### src/rtl/irig_b_frame_decoder.sv
// IRIG-B frame decoder: aligns on the P0/Pr double marker, captures the BCD time fields
// and publishes sec, min, hour, day, year with one-cycle strobes after each field's closing marker.
module irig_b_frame_decoder #(
    parameter int SYM_TIMEOUT = 1875000
) (
    input  logic       Clk,
    input  logic       Rst_n,
    input  logic       Sym_vld,
    input  logic [1:0] Sym_type,
    output logic [6:0] RxSecond,
    output logic [6:0] RxMinute,
    output logic [5:0] RxHour,
    output logic [9:0] RxDayOfYear,
    output logic [7:0] RxYear,
    output logic       Rx_sec_vld,
    output logic       Rx_min_vld,
    output logic       Rx_hour_vld,
    output logic       Rx_day_vld,
    output logic       Rx_year_vld,
    output logic       Locked,
    output logic       Frame_err
);
    localparam int CNT_W = $clog2(SYM_TIMEOUT + 1);
    localparam logic [CNT_W-1:0] CNT_MAX = CNT_W'(SYM_TIMEOUT);
    localparam logic [1:0] SYM_P   = 2'd2;
    localparam logic [1:0] SYM_INV = 2'd3;
    localparam int NUM_DIGITS = 11;
    // Digit order: sec u/t, min u/t, hour u/t, day u/t/h, year u/t.
    localparam int DIGIT_START [NUM_DIGITS] = '{1, 6, 10, 15, 20, 25, 30, 35, 40, 50, 55};
    localparam int DIGIT_WIDTH [NUM_DIGITS] = '{4, 3, 4, 3, 4, 2, 4, 4, 2, 4, 4};

    typedef enum logic [1:0] {
        HUNT,
        MARK1,
        FRAME
    } state_t;

    state_t                       state_reg, state_next;
    logic [6:0]                   index_reg, index_next;
    logic [6:0]                   idx_in;
    logic                         is_marker;
    logic                         capture;
    logic [CNT_W-1:0]             tmo_cnt_reg;
    logic                         timeout;
    logic [NUM_DIGITS-1:0][3:0]   digit_reg;
    logic [NUM_DIGITS-1:0]        digit_ok;
    logic                         sec_ok, min_ok, hour_ok, day_ok, year_ok;
    logic                         field_ok;
    logic                         locked_next, err_next;
    logic [4:0]                   pub_next;

    assign idx_in = (index_reg == 7'd99) ? 7'd0 : index_reg + 7'd1;

    assign is_marker = (idx_in == 7'd0)  || (idx_in == 7'd9)  || (idx_in == 7'd19) ||
                       (idx_in == 7'd29) || (idx_in == 7'd39) || (idx_in == 7'd49) ||
                       (idx_in == 7'd59) || (idx_in == 7'd69) || (idx_in == 7'd79) ||
                       (idx_in == 7'd89) || (idx_in == 7'd99);

    assign capture = Sym_vld && (state_reg == FRAME) && !Sym_type[1];

    // Bits arrive LSB first; each digit bit is written at its fixed frame position.
    always_ff @(posedge Clk or negedge Rst_n) begin
        if (!Rst_n) begin
            digit_reg <= '0;
        end else if (capture) begin
            for (int d = 0; d < NUM_DIGITS; d++) begin
                for (int b = 0; b < 4; b++) begin
                    if (b < DIGIT_WIDTH[d] && int'(idx_in) == DIGIT_START[d] + b) begin
                        digit_reg[d][b] <= Sym_type[0];
                    end
                end
            end
        end
    end

    generate
        for (genvar gi = 0; gi < NUM_DIGITS; gi++) begin : g_digit_ok
            assign digit_ok[gi] = (digit_reg[gi] <= 4'd9);
        end
    endgenerate

    assign sec_ok  = digit_ok[0] && digit_ok[1] && (digit_reg[1] <= 4'd5);
    assign min_ok  = digit_ok[2] && digit_ok[3] && (digit_reg[3] <= 4'd5);
    assign hour_ok = digit_ok[4] && digit_ok[5] &&
                     ((digit_reg[5] < 4'd2) || (digit_reg[5] == 4'd2 && digit_reg[4] <= 4'd3));
    // Day 000 is illegal; 3xx is only legal up to 366.
    assign day_ok  = digit_ok[6] && digit_ok[7] && digit_ok[8] &&
                     !(digit_reg[8] == 4'd0 && digit_reg[7] == 4'd0 && digit_reg[6] == 4'd0) &&
                     !(digit_reg[8] == 4'd3 && ((digit_reg[7] > 4'd6) ||
                                                (digit_reg[7] == 4'd6 && digit_reg[6] > 4'd6)));
    assign year_ok = digit_ok[9] && digit_ok[10];

    always_ff @(posedge Clk or negedge Rst_n) begin
        if (!Rst_n) begin
            tmo_cnt_reg <= '0;
        end else if (Sym_vld) begin
            tmo_cnt_reg <= '0;
        end else if (tmo_cnt_reg != CNT_MAX) begin
            tmo_cnt_reg <= tmo_cnt_reg + CNT_W'(1);
        end
    end

    // Fires on the edge where the counter reaches SYM_TIMEOUT.
    assign timeout = !Sym_vld && (state_reg != HUNT) && (tmo_cnt_reg == CNT_MAX - CNT_W'(1));

    always_comb begin
        state_next  = state_reg;
        index_next  = index_reg;
        locked_next = Locked;
        err_next    = 1'b0;
        pub_next    = '0;
        field_ok    = 1'b1;
        if (Sym_vld) begin
            case (state_reg)
                HUNT: begin
                    if (Sym_type == SYM_P) state_next = MARK1;
                end
                MARK1: begin
                    if (Sym_type == SYM_P) begin
                        index_next = '0;
                        state_next = FRAME;
                    end else begin
                        state_next = HUNT;
                    end
                end
                FRAME: begin
                    index_next = idx_in;
                    if (Sym_type == SYM_INV || (is_marker && Sym_type != SYM_P)) begin
                        err_next    = 1'b1;
                        locked_next = 1'b0;
                        state_next  = HUNT;
                    end else if (!is_marker && Sym_type == SYM_P) begin
                        // A stray P may itself be the P0 of a new reference.
                        err_next    = 1'b1;
                        locked_next = 1'b0;
                        state_next  = MARK1;
                    end else if (is_marker) begin
                        case (idx_in)
                            7'd9:  begin field_ok = sec_ok;  pub_next[0] = sec_ok;  end
                            7'd19: begin field_ok = min_ok;  pub_next[1] = min_ok;  end
                            7'd29: begin field_ok = hour_ok; pub_next[2] = hour_ok; end
                            7'd49: begin field_ok = day_ok;  pub_next[3] = day_ok;  end
                            7'd59: begin field_ok = year_ok; pub_next[4] = year_ok; end
                            7'd99: locked_next = 1'b1;
                            default: ;
                        endcase
                        if (!field_ok) begin
                            err_next    = 1'b1;
                            locked_next = 1'b0;
                            state_next  = HUNT;
                        end
                    end
                end
                default: state_next = HUNT;
            endcase
        end else if (timeout) begin
            err_next    = 1'b1;
            locked_next = 1'b0;
            state_next  = HUNT;
        end
    end

    always_ff @(posedge Clk or negedge Rst_n) begin
        if (!Rst_n) begin
            state_reg   <= HUNT;
            index_reg   <= '0;
            Locked      <= 1'b0;
            Frame_err   <= 1'b0;
            Rx_sec_vld  <= 1'b0;
            Rx_min_vld  <= 1'b0;
            Rx_hour_vld <= 1'b0;
            Rx_day_vld  <= 1'b0;
            Rx_year_vld <= 1'b0;
            RxSecond    <= '0;
            RxMinute    <= '0;
            RxHour      <= '0;
            RxDayOfYear <= '0;
            RxYear      <= '0;
        end else begin
            state_reg   <= state_next;
            index_reg   <= index_next;
            Locked      <= locked_next;
            Frame_err   <= err_next;
            Rx_sec_vld  <= pub_next[0];
            Rx_min_vld  <= pub_next[1];
            Rx_hour_vld <= pub_next[2];
            Rx_day_vld  <= pub_next[3];
            Rx_year_vld <= pub_next[4];
            if (pub_next[0]) RxSecond    <= {digit_reg[1][2:0], digit_reg[0]};
            if (pub_next[1]) RxMinute    <= {digit_reg[3][2:0], digit_reg[2]};
            if (pub_next[2]) RxHour      <= {digit_reg[5][1:0], digit_reg[4]};
            if (pub_next[3]) RxDayOfYear <= {digit_reg[8][1:0], digit_reg[7], digit_reg[6]};
            if (pub_next[4]) RxYear      <= {digit_reg[10], digit_reg[9]};
        end
    end

endmodule

### config.mk
export PLATFORM = sky130hd
export DESIGN_NAME = irig_b_frame_decoder
export DESIGN_NICKNAME = d
export VERILOG_FILES = /design/src/rtl/irig_b_frame_decoder.sv
export SDC_FILE = /design/constraint.sdc
export NUM_CORES = 1
export LEC_CHECK = 0
export ABC_AREA = 1
export CAP_MARGIN = 20
export CORE_MARGIN = 4
export CORE_UTILIZATION = 50
export DETAILED_ROUTE_END_ITERATION = 6
export GPL_ROUTABILITY_DRIVEN = 0
export HOLD_SLACK_MARGIN = 0.12
export PLACE_DENSITY_LB_ADDON = 0.25
export SYNTH_ARGS = -nofsm -noshare
export SYNTH_HDL_FRONTEND = slang
export SYNTH_SLANG_ARGS = --single-unit
### constraint.sdc
create_clock -name Clk -period 2.1 [get_ports Clk]
set_input_delay 0.21 -clock Clk [delete_from_list [all_inputs] [get_ports Clk]]
set_output_delay 0.21 -clock Clk [all_outputs]
set_load 0.005 [all_outputs]
==> results.tsv <==
stage	metric	value	unit
yosys	post-synth cell types	38	
yosys	post-synth top area cell	dfrtp_1	
sta	maximum clock frequency	431	MHz
global_route	first-pass GRT wire length	14.7	mm
cells_and_area	max reg flops	21	
clocking	worst skew pair latency	0.35	ns
worst_setup_path	reg2reg setup slack	-0.22	ns
worst_setup_path	Worst setup startpoint	index_reg[0]	
clocking	root buf cell	clkbuf_8	
sta	Setup-failing EPs final	34	
worst_setup_path	CP Data Arrival Time	2.56	ns
worst_setup_path	RR Startpoint	index_reg[0]	
yosys	Yosys top cell area share	44.0	%
power	Pwr Total	4640	uW
yosys	yosys warns	6	
place	port bufs	26	
global_route	initial antenna violation count	0	
drt	ANT nets after route	0	
clocking	Worst-path clk slew	0.08	ns
sta	Max Slew Vio Count	0	
yosys	number of synthesized register bits	70	
power	Peak supply drop	0.516	mV
power	Pwr Density	862	nW/um^2
drt	WL final	9.64	mm
place	Setup WS pre-CTS	-0.188	ns
floorplan	area of the die	9450	sq um
sta	crit share post-route	110	%
drt	drt via density	5.16	
flow_run	Max Cap Viol	0	
worst_setup_path	Worst Path Required	2.34	ns
floorplan	Row Count	32	
worst_setup_path	crit path launch type	flop	
cells_and_area	commonest non-fill, non-tap cells in the layout	nand2_1 (95), inv_1 (70), dfrtp_1 (66)	
clocking	clk buf depth	2	
drt	TritonRoute pass-1 iters	5	
min_path	Hold Crit Class	in -> async	
worst_setup_path	reg2reg end	digit_reg[42]	
worst_setup_path	CP dominant cell by count	buf_6	
floorplan	Die X	97.2	microns
global_route	vias in the first global route	3264	
worst_setup_path	CP peak stage delay	0.42	ns
cells_and_area	fraction of layout cells with a size suffix above 1	30.6	%
drt	DRC	0	
cells_and_area	nets	624	
sta	worst setup skew after layout	0.00993	ns
place	Final HPWL DP	6.50	mm
global_route	GR Util All Layers	18.8	%
worst_setup_path	WS Path Type	reg -> reg	
sta	Tmin final	2.32	ns
worst_setup_path	CP cell instances	ha_4 -> nand2_2 -> inv_2 -> nand3_4 -> nand3_4 -> inv_8 -> buf_6 -> nor3_4 -> buf_4 -> buf_6 -> buf_6 -> buf_6 -> nand2_4 -> o21ai_2 -> inv_1	
yosys	Syn Area/Cell	7.70	sq um
cells_and_area	Multi-input gate area	2160	sq um
cells_and_area	Register Area	1760	sq um
drt	routed len/inst	13.4	microns
power	leakage	0.00269	uW
cells_and_area	Ant. Diodes	0	
sta	headroom to the max-slew limit	62.7	%
clocking	TritonCTS clock tree	built	
drt	drt initial violations	204	
clocking	TritonCTS Sinks	70	
worst_setup_path	crit end category	flop	
floorplan	area of the core	7730	sq um
cells_and_area	most common cell after layout, fill and taps aside	nand2_1	
place	placed cell count	683	
cells_and_area	P&R area growth vs syn	35.1	%
worst_setup_path	Critical-path top delay cell	dfrtp_2	
yosys	Synth area leaders	dfrtp_1 (44%), nand2_1 (11%), inv_1 (7.0%)	
sta	Final Hold Vio Count	0	
sta	pin slew with the least headroom to its limit	0.560	ns
cells_and_area	final std cells w/o fill	719	
clocking	TritonCTS Buffers	9	
drt	vias	3707	
worst_setup_path	R2R cell count	15	
sta	final setup TNS	-4.73	ns
yosys	Post-Synthesis Cell Area	3980	sq um
run_status	failing checks	negative setup slack	
global_route	largest net degree at the start of global routing	45	
run_status	status	complete, but fails checks	
worst_setup_path	crit-path max FO	7	
yosys	Post-Synthesis Cells	517	
floorplan	Die Y	97.2	microns
floorplan	Initial Util	51.5	%
global_route	grt ovf	0	
cells_and_area	FILL cells	583	
sta	setup ws final	-0.219	ns
yosys	post-synthesis sequential area ratio	44.0	%
clocking	H-Tree Depth	3	
sta	RSZ-0062 raised after global routing	true	
floorplan	I/O pin total	50	
synthesized netlist by cell type (all sizes together):
cell type  number
nand2         124
inv            77
dfrtp          70
nor2           54
nand3          50
buf            29
o21ai          27
a21oi          20
nor3           14
nand4          13
ha              7
nor4            5
o22ai           5
a31oi           4
clkbuf          4
xor2            3
mux2i           2
a211oi          1
a41oi           1
and3            1
clkinv          1
conb            1
nor3b           1
o21a            1
o221a           1
o31ai           1
final cells by class:
type / count / share of cell area [%]
tap: 102 / 2.37
timing repair buffer: 95 / 15.3
clock buffer: 10 / 2.56
clock inverter: 6 / 1.28
multi-input combinational: 358 / 40.1
sequential: 70 / 32.7
inverter: 78 / 5.68
logic make-up after synthesis:
kind of cell | Yosys count | synth area share, %
AOI/OAI and AO/OA | 61 | 8.58
adders and majority gates | 7 | 2.20
muxes | 2 | 0.503
xor gates and xnor gates | 3 | 0.849
other | 1 | 0.0942
and+or+nand+nor | 262 | 30.2
DFF | 70 | 44.0
buffers and inverters | 111 | 13.5
report_power, final:
group | internal [uW] | switching [uW]
sequential | 1450 | 120
clock | 589 | 556
combinational | 847 | 1070
worst max-delay path: cells and delay by family, from the launching register on:
kind            cells  cell delay [ns]
buf+inv             8             0.77
simple gates        5             0.69
flops               1             0.42
fa+ha+maj           1             0.19
compound gates      1             0.13
metrics by stage:
stage / utilization (%) / hold WS, ns / instance area, sq um
floorplan: - / -0.0856 / 4140
global placement: 60.2 / 0.238 / 4650
detailed placement: 60.2 / 0.248 / 4650
CTS: 64.0 / 0.414 / 4950
global route: 69.6 / 0.445 / 5380
finish: 69.6 / 0.405 / 5380
metal layers:
layer  global-route usage, %  routed length [microns]
met4                    7.24                      236
met3                    3.30                      461
met1                    24.2                     4130
met5                       0                        0
met2                    31.7                     4810
worst max path at each step:
stage                                 to  slack (ns)  cells past startpoint
after floorplan                RxYear[6]       -0.05                     16
after CTS                 RxDayOfYear[8]       -0.10                     15
after global routing      RxDayOfYear[9]       -0.39                     16
after detailed placement       RxYear[5]       -0.19                     18
after global placement         RxYear[5]       -0.09                     18
final                      digit_reg[42]       -0.22                     15
repair_timing:
action / 4_1_cts / 5_1_grt
gates resized for setup: 12 / 90
gates cloned: 0 / 2
pin swaps: 0 / 26
endpoints found under the hold margin: 70 / 0
hold buffers: 1 / 0
setup buffers: 5 / 12
setup endpoints to repair: 25 / 43
Power figures use the tool's default switching activity.
